### config.mk
export PLATFORM = sky130hd
export DESIGN_NAME = ex_mem_stage_skid
export DESIGN_NICKNAME = d
export VERILOG_FILES = /design/src/rtl/ex_mem_stage_skid.sv
export SDC_FILE = /design/constraint.sdc
export NUM_CORES = 1
export LEC_CHECK = 0
export BUFFER_PORTS_ARGS = -buffer_cell sky130_fd_sc_hd__buf_2
export CAP_MARGIN = 20
export CORE_UTILIZATION = 25
export CTS_CLUSTER_DIAMETER = 80
export DETAILED_ROUTE_END_ITERATION = 10
export GPL_TIMING_DRIVEN = 0
export HOLD_SLACK_MARGIN = 0.03
export PLACE_DENSITY = 0.44
export SLEW_MARGIN = 20
export SYNTH_ARGS = -nofsm -noshare
export SYNTH_HDL_FRONTEND = slang
export SYNTH_SLANG_ARGS = --single-unit
### constraint.sdc
create_clock -name clk -period 3.95 [get_ports clk]
set_input_delay 0.395 -clock clk [delete_from_list [all_inputs] [get_ports clk]]
set_output_delay 0.395 -clock clk [all_outputs]
set_load 0.05 [all_outputs]
### src/rtl/ex_mem_stage_skid.sv
// EX->MEM pipeline register with a two-entry skid buffer.
// Back-pressure is absorbed by the skid entry, so in_ready is always registered.
module ex_mem_stage_skid #(
    parameter int SCALAR_W = 8,
    parameter int LANE_W   = 8,
    parameter int LANES    = 16,
    parameter int VADDR_W  = 12,
    parameter int RIDX_W   = 5,
    parameter int CNT_W    = 16,
    localparam int VEC_W   = LANES * LANE_W
) (
    input  logic                clk,
    input  logic                reset,
    input  logic                flush,
    input  logic                in_valid,
    output logic                in_ready,
    input  logic                in_wre,
    input  logic                in_vwre,
    input  logic                in_wbsel,
    input  logic                in_memwe,
    input  logic [RIDX_W-1:0]   in_rs1,
    input  logic [RIDX_W-1:0]   in_rs2,
    input  logic [RIDX_W-1:0]   in_rd,
    input  logic [SCALAR_W-1:0] in_alu,
    input  logic [SCALAR_W-1:0] in_srca,
    input  logic [SCALAR_W-1:0] in_srcb,
    input  logic [VADDR_W-1:0]  in_vaddr,
    input  logic [VEC_W-1:0]    in_vdata,
    output logic                out_valid,
    input  logic                out_ready,
    output logic                out_wre,
    output logic                out_vwre,
    output logic                out_wbsel,
    output logic                out_memwe,
    output logic [RIDX_W-1:0]   out_rs1,
    output logic [RIDX_W-1:0]   out_rs2,
    output logic [RIDX_W-1:0]   out_rd,
    output logic [SCALAR_W-1:0] out_alu,
    output logic [SCALAR_W-1:0] out_srca,
    output logic [SCALAR_W-1:0] out_srcb,
    output logic [VADDR_W-1:0]  out_vaddr,
    output logic [VEC_W-1:0]    out_vdata,
    output logic [1:0]          occupancy,
    output logic [CNT_W-1:0]    stall_cnt
);

    localparam int PW = 4 + 3 * RIDX_W + 3 * SCALAR_W + VADDR_W + VEC_W;

    logic [PW-1:0] in_pl;
    logic [PW-1:0] m_pl;
    logic [PW-1:0] s_pl;
    logic [PW-1:0] m_pl_next;
    logic [PW-1:0] s_pl_next;
    logic          m_valid;
    logic          s_valid;
    logic          m_valid_next;
    logic          s_valid_next;
    logic          ready_q;
    logic          in_xfer;
    logic          out_xfer;
    logic          m_wre;
    logic          m_vwre;
    logic          m_memwe;

    assign in_pl = {in_wre, in_vwre, in_wbsel, in_memwe,
                    in_rs1, in_rs2, in_rd,
                    in_alu, in_srca, in_srcb,
                    in_vaddr, in_vdata};

    assign {m_wre, m_vwre, out_wbsel, m_memwe,
            out_rs1, out_rs2, out_rd,
            out_alu, out_srca, out_srcb,
            out_vaddr, out_vdata} = m_pl;

    assign in_ready  = ready_q;
    assign out_valid = m_valid;
    assign in_xfer   = in_valid & ready_q;
    assign out_xfer  = m_valid & out_ready;
    assign occupancy = {1'b0, m_valid} + {1'b0, s_valid};

    // Write enables are qualified here so MEM can use them unqualified.
    assign out_wre   = m_valid & m_wre;
    assign out_vwre  = m_valid & m_vwre;
    assign out_memwe = m_valid & m_memwe;

    // Next-state of the main/skid pair; S only ever holds the younger entry.
    always_comb begin
        m_valid_next = m_valid;
        s_valid_next = s_valid;
        m_pl_next    = m_pl;
        s_pl_next    = s_pl;
        if (flush) begin
            m_valid_next = 1'b0;
            s_valid_next = 1'b0;
        end else if (!m_valid || out_xfer) begin
            if (s_valid) begin
                m_pl_next    = s_pl;
                m_valid_next = 1'b1;
                s_valid_next = 1'b0;
            end else if (in_xfer) begin
                m_pl_next    = in_pl;
                m_valid_next = 1'b1;
            end else begin
                m_valid_next = 1'b0;
            end
        end else if (in_xfer) begin
            s_pl_next    = in_pl;
            s_valid_next = 1'b1;
        end
    end

    // Entry storage; in_ready is registered from the next skid state.
    always_ff @(posedge clk) begin
        if (reset) begin
            m_valid <= 1'b0;
            s_valid <= 1'b0;
            m_pl    <= '0;
            s_pl    <= '0;
            ready_q <= 1'b1;
        end else begin
            m_valid <= m_valid_next;
            s_valid <= s_valid_next;
            m_pl    <= m_pl_next;
            s_pl    <= s_pl_next;
            ready_q <= !s_valid_next;
        end
    end

    // Saturating count of cycles where MEM holds off a valid head entry.
    always_ff @(posedge clk) begin
        if (reset) begin
            stall_cnt <= '0;
        end else if (m_valid && !out_ready && stall_cnt != {CNT_W{1'b1}}) begin
            stall_cnt <= stall_cnt + 1'b1;
        end
    end

endmodule
; ---- Yosys cells after proc, flatten, opt, wreduce, memory -nomap -nowiden
; Cells that the tools add are included.
; Widths: inputs -> output; s select.
[word_totals]
reg_bits = 385
input_bits = 188
wordCells = 33
[classes]
add_sub_neg = 2
n_eq_ne = 1
muxes = 7
n_bitwise = 7
reduce_logical = 10
[op_table]
columns = cell, count
row1 = $mux 183, 2
row2 = $add 16x1->16 const B, 1
row3 = $ne 16x16->1 const B, 1
row4 = $reduce_and 3->1, 2
row5 = $and 1x1->1, 5
row6 = $mux 1, 5
row7 = $logic_not 1->1, 3
row8 = $add 1x1->2, 1
row9 = $logic_and 1x1->1, 2
row10 = $not 1->1, 2
row11 = $reduce_bool 2->1, 1
row12 = $reduce_or 2->1, 1
row13 = $logic_or 1x1->1, 1

; ---- Longest topological paths before layout
[depth]
word_depth = 5
mapped_depth = 7

; ---- Worst setup path after synthesis
; Ideal clock, no wire load.
[synth_path]
path_kind = reg-to-reg
startpoint = register stall_cnt[1]
endpoint = register stall_cnt[1]
arrival_ns = 2.296
required_ns = 3.835
slack_ns = 1.539
path_stages_with_launch = 7
cell_sequence = dfxtp_1 ha_1 nand4_1 nor4_1 buf_2 nor3b_1 o21ba_2
[synth_between]
elab_chain_cells = 2
elab_cells_between_ends = 3
[synth_rtl]
columns = element, line
row1 = from (decl), 44  ; output logic [CNT_W-1:0] stall_cnt
row2 = from (signal assigned), 134  ; stall_cnt <= stall_cnt + 1'b1;
row3 = branches (longest 2 deep; another with $add 16x1->16), -
; Parallel ways; which one is timed is not known.
; A chain may end at the register's enable or synchronous reset.

; ---- Final worst setup path
[layout_path]
startpoint = register m_valid, in the netlist out_valid
endpoint = register m_pl[114]
[layout_between]
elab_chain_cells = 3
elab_cells_between_ends = 4
[layout_rtl]
columns = element, line
row1 = from (decl), 54  ; logic m_valid;
row2 = from (signal assigned), 121  ; m_valid <= m_valid_next;
row3 = $and 1x1->1 / $logic_not 1->1 (equally long branches), "78, 95"
row4 = $logic_or 1x1->1 (*), 95  ; end else if (!m_valid || out_xfer) begin
row5 = $reduce_and 3->1 (no line) (*), -
row6 = to (signal assigned), 123  ; m_pl <= m_pl_next;
row7 = to (decl), 50  ; logic [PW-1:0] m_pl;
; Mark *: on every way between the ends. The rest lies on a longest branch, timed or not.

==> results.md <==
- Status: complete, no violations
- Worst hold path type: input pin to flop
- Yosys synthesis warning count: 0
- WP buf/inv: 2
- Fmax: about 330 MHz
- GRT busiest layer: met2
- Max Buffers Root-to-Sink: 3
- GRT met2 Usage: between 20% and 30%
- Place WS: about 0.78 ns
- Routed wire length: 54000 um
- CP delay by family, top: buffers and inverters
- Postcts setup bufs: 0
- Pwr Density: between 400 and 500 mW/mm2
- Via count of the first global-routing pass: 14011
- H-tree depth: 2
- Global-route wire length before repair: 81700 um
- Most common library cells after synthesis: 385 x dfxtp_1, 373 x nand2_1, 195 x a21oi_1
- Worst Tran Pin Value: 1.03 ns
- Area Growth Syn to Fin: 29.5%
- Ranking of synthesized cells by area: dfxtp_1 47%, mux2i_1 11%, nand2_1 8.6%
- Max-Cap Viols: 0
- Met3 Track Usage GR: between 4 and 5%
- Flop and latch count out of synthesis: a little under 400
- CP Cell Sequence: nor2b_1 -> nor3_1 -> clkbuf_1 -> clkbuf_1 -> nor2_1 -> a211oi_1
- GPL Wtd Cong: 0.767
- Setup TNS Final: 0 ns
- Clock latency on the worst-skew pair: 0.58 ns
- Final min period: between 3 and 4 ns
- Seq/Total Area, Yosys: 47.1%
- Share of the synthesized area in the top cell type: 47.1%
- Final Hold Vio Count: 0
- Core area: 0.0646 mm2
- DR vias: 14263
- IO Port Bufs: between 300 and 400
- Flop2flop setup slack: 0.92 ns
- Most frequent cell after synthesis: dfxtp_1
- M1 GR Usage: 19.3%
- Avg Cell Area, Syn: 8.62 um2
- Leading area contributor after synthesis: dfxtp_1
- WP data required: 4.42 ns
- Cell mode on critical path: clkbuf_1
- Row count: 93
- Cts repair resizes: 0
- CP max stage cell: clkbuf_1
- Final setup vio count: 0
- CTS buffer count: 48
- Final antenna-violating net count: 0
- DR WL/cell: 16.5 um
- Leakage: 8.23 nW
- Max VDD drop: between 200 and 300 uV
- Initial antenna violation count: 12
- Cell count after synthesis: 1900
- RSZ-0062 raised after global routing: false
- Worst Path Arrival: roughly 3.5 ns
- Net Count, Synth: 2090
- Hold Path End: s_pl[94]
- Post-synth EDFFs: 0
- Clk_skew: about 0.022 ns
- Hold_buf cts: 30
- HP Start: in_vdata[94]
- Slew HR: 30.7%
- Die ar.: ~0.067 mm2
- Largest net degree at the start of global routing: 13
- Mapped Area: 0.0164 mm2
- Worst Setup Path Type: flop to flop
- Hold path cells: 3
- Final HPWL DP: 40000 um
- Drt drc: 0
- CTS Sinks: roughly 390
- Crit path max fanout: 10
- First drt pass iteration count: 5
- Top_reg_cell synth: dfxtp_1
- Root Driver: clkbuf_16
- CTS tree: done
- Overall power: between 9 and 10 mW
- DIE WIDTH: 258 um
- GR Overflow Total: 0
- I/O pin count: about 400
- Clock transition at path regs: 0.05 ns
- Worst reg-to-reg path cell count: 6
- Starting Density: 25.4%
- Final Util: 32.8%
- Worst setup SP type: flop
- Reg2reg end: m_pl[114]
- Fill cells: 6936
- Nets: 2559
- Slew Limit Fails: 0
- Share of layout cells above drive strength 1: 27.9%
- Critical Path Max Stage Delay: 0.80 ns
- CP Launch Point: out_valid
- Worst setup EP type: flop
- Iter 0 DRT Violations: 540
- Async S/R FF share, synth: 0%
- Final setup margin: 0.918 ns
- Tcrit/Tclk final: 76.7%
- Worst R2R Start: out_valid
- GRT Total Usage: 15.8%
- Count of unique library cells instantiated by Yosys: 36
- DR vias/cell: ~4.4
- Die Height: 258 um
[flip-flops by register name, summed over array words and instances, names as in the netlist]
name	count
stall_cnt	16
s_valid	1
out_valid	1
in_ready	1
s_pl	183
m_pl	183
[cells by family after synthesis]
| group | synth area share, % |
|---|---|
| simple gates | 14.6 |
| buf+inv | 11.8 |
| fa+ha+maj | 0.153 |
| flops | 47.1 |
| mux | 11.3 |
| compound gates | 15.1 |
[cell type report]
cell class	instances	area (um2)	share of cell area, %
diodes	7	17.5	0.0826
plain buffers	327	1930	9.09
clock buffers	74	1420	6.69
clock inverters	10	71.3	0.336
inverters	2	7.51	0.0354
multi-input cells	1186	6740	31.8
flip-flops and latches	385	7710	36.4
well taps	855	1070	5.05
repair buffers	419	2250	10.6
[report_power, final]
group,internal (mW),switching (mW)
sequential,4.03,0.0802
clock,2.46,1.71
combinational,0.474,0.922
[worst register-to-register path, cell delays in order, from the launching register on]
cell	delay, ns
dfxtp_1	0.42
nor2b_1	0.29
nor3_1	0.60
clkbuf_1	0.80
clkbuf_1	0.50
nor2_1	0.08
a211oi_1	0.25
[worst max-delay path by stage]
stage | end | slack, ns | cells after the start
2_1_floorplan | stall_cnt[1] | 1.54 | 6
3_3_place_gp | m_pl[8] | 0.78 | 5
3_5_place_dp | m_pl[114] | 0.78 | 6
4_1_cts | m_pl[108] | 0.76 | 6
5_1_grt | m_pl[110] | 0.61 | 6
6_report | m_pl[114] | 0.92 | 6
[per-layer routing]
metal / vias to the layer above / wire length, um / share of wire, %
met5: - / 61 / 0.11
met4: 10 / 1450 / 2.7
met3: 99 / 3220 / 6.0
met2: 301 / 25800 / 48
met1: 6613 / 23500 / 43
li1: 7240 / - / -
[cell usage in the layout (no fill, tap or decap), drive strengths merged, types with 2 or more instances in the layout]
cell         Yosys  routed
buf            200     589
dfxtp          385     385
nand2          373     373
clkbuf         127     201
a21oi          195     195
nor2           188     188
a211oi         185     185
mux2i          183     183
dlygate4sd3      0      30
clkinv           0       8
diode            0       7
or4              7       7
or3              7       7
o31ai            6       6
nand4            6       6
nor3             5       5
o21ai            5       5
and2             3       3
nor2b            3       3
nand3            3       3
nor4             3       3
inv              2       3
or2              2       2
mux2             2       2
ha               2       2
[through the flow]
step	cells	instance area [um2]	hold WS (ns)
floorplan	1900	16400	0.436
global placement	3144	19400	0.441
detailed placement	3144	19400	0.446
CTS	3258	21200	0.0300
global route	3264	21200	0.0472
finish	3265	21200	0.0724
No activity file was read; power rests on OpenSTA's default activity.
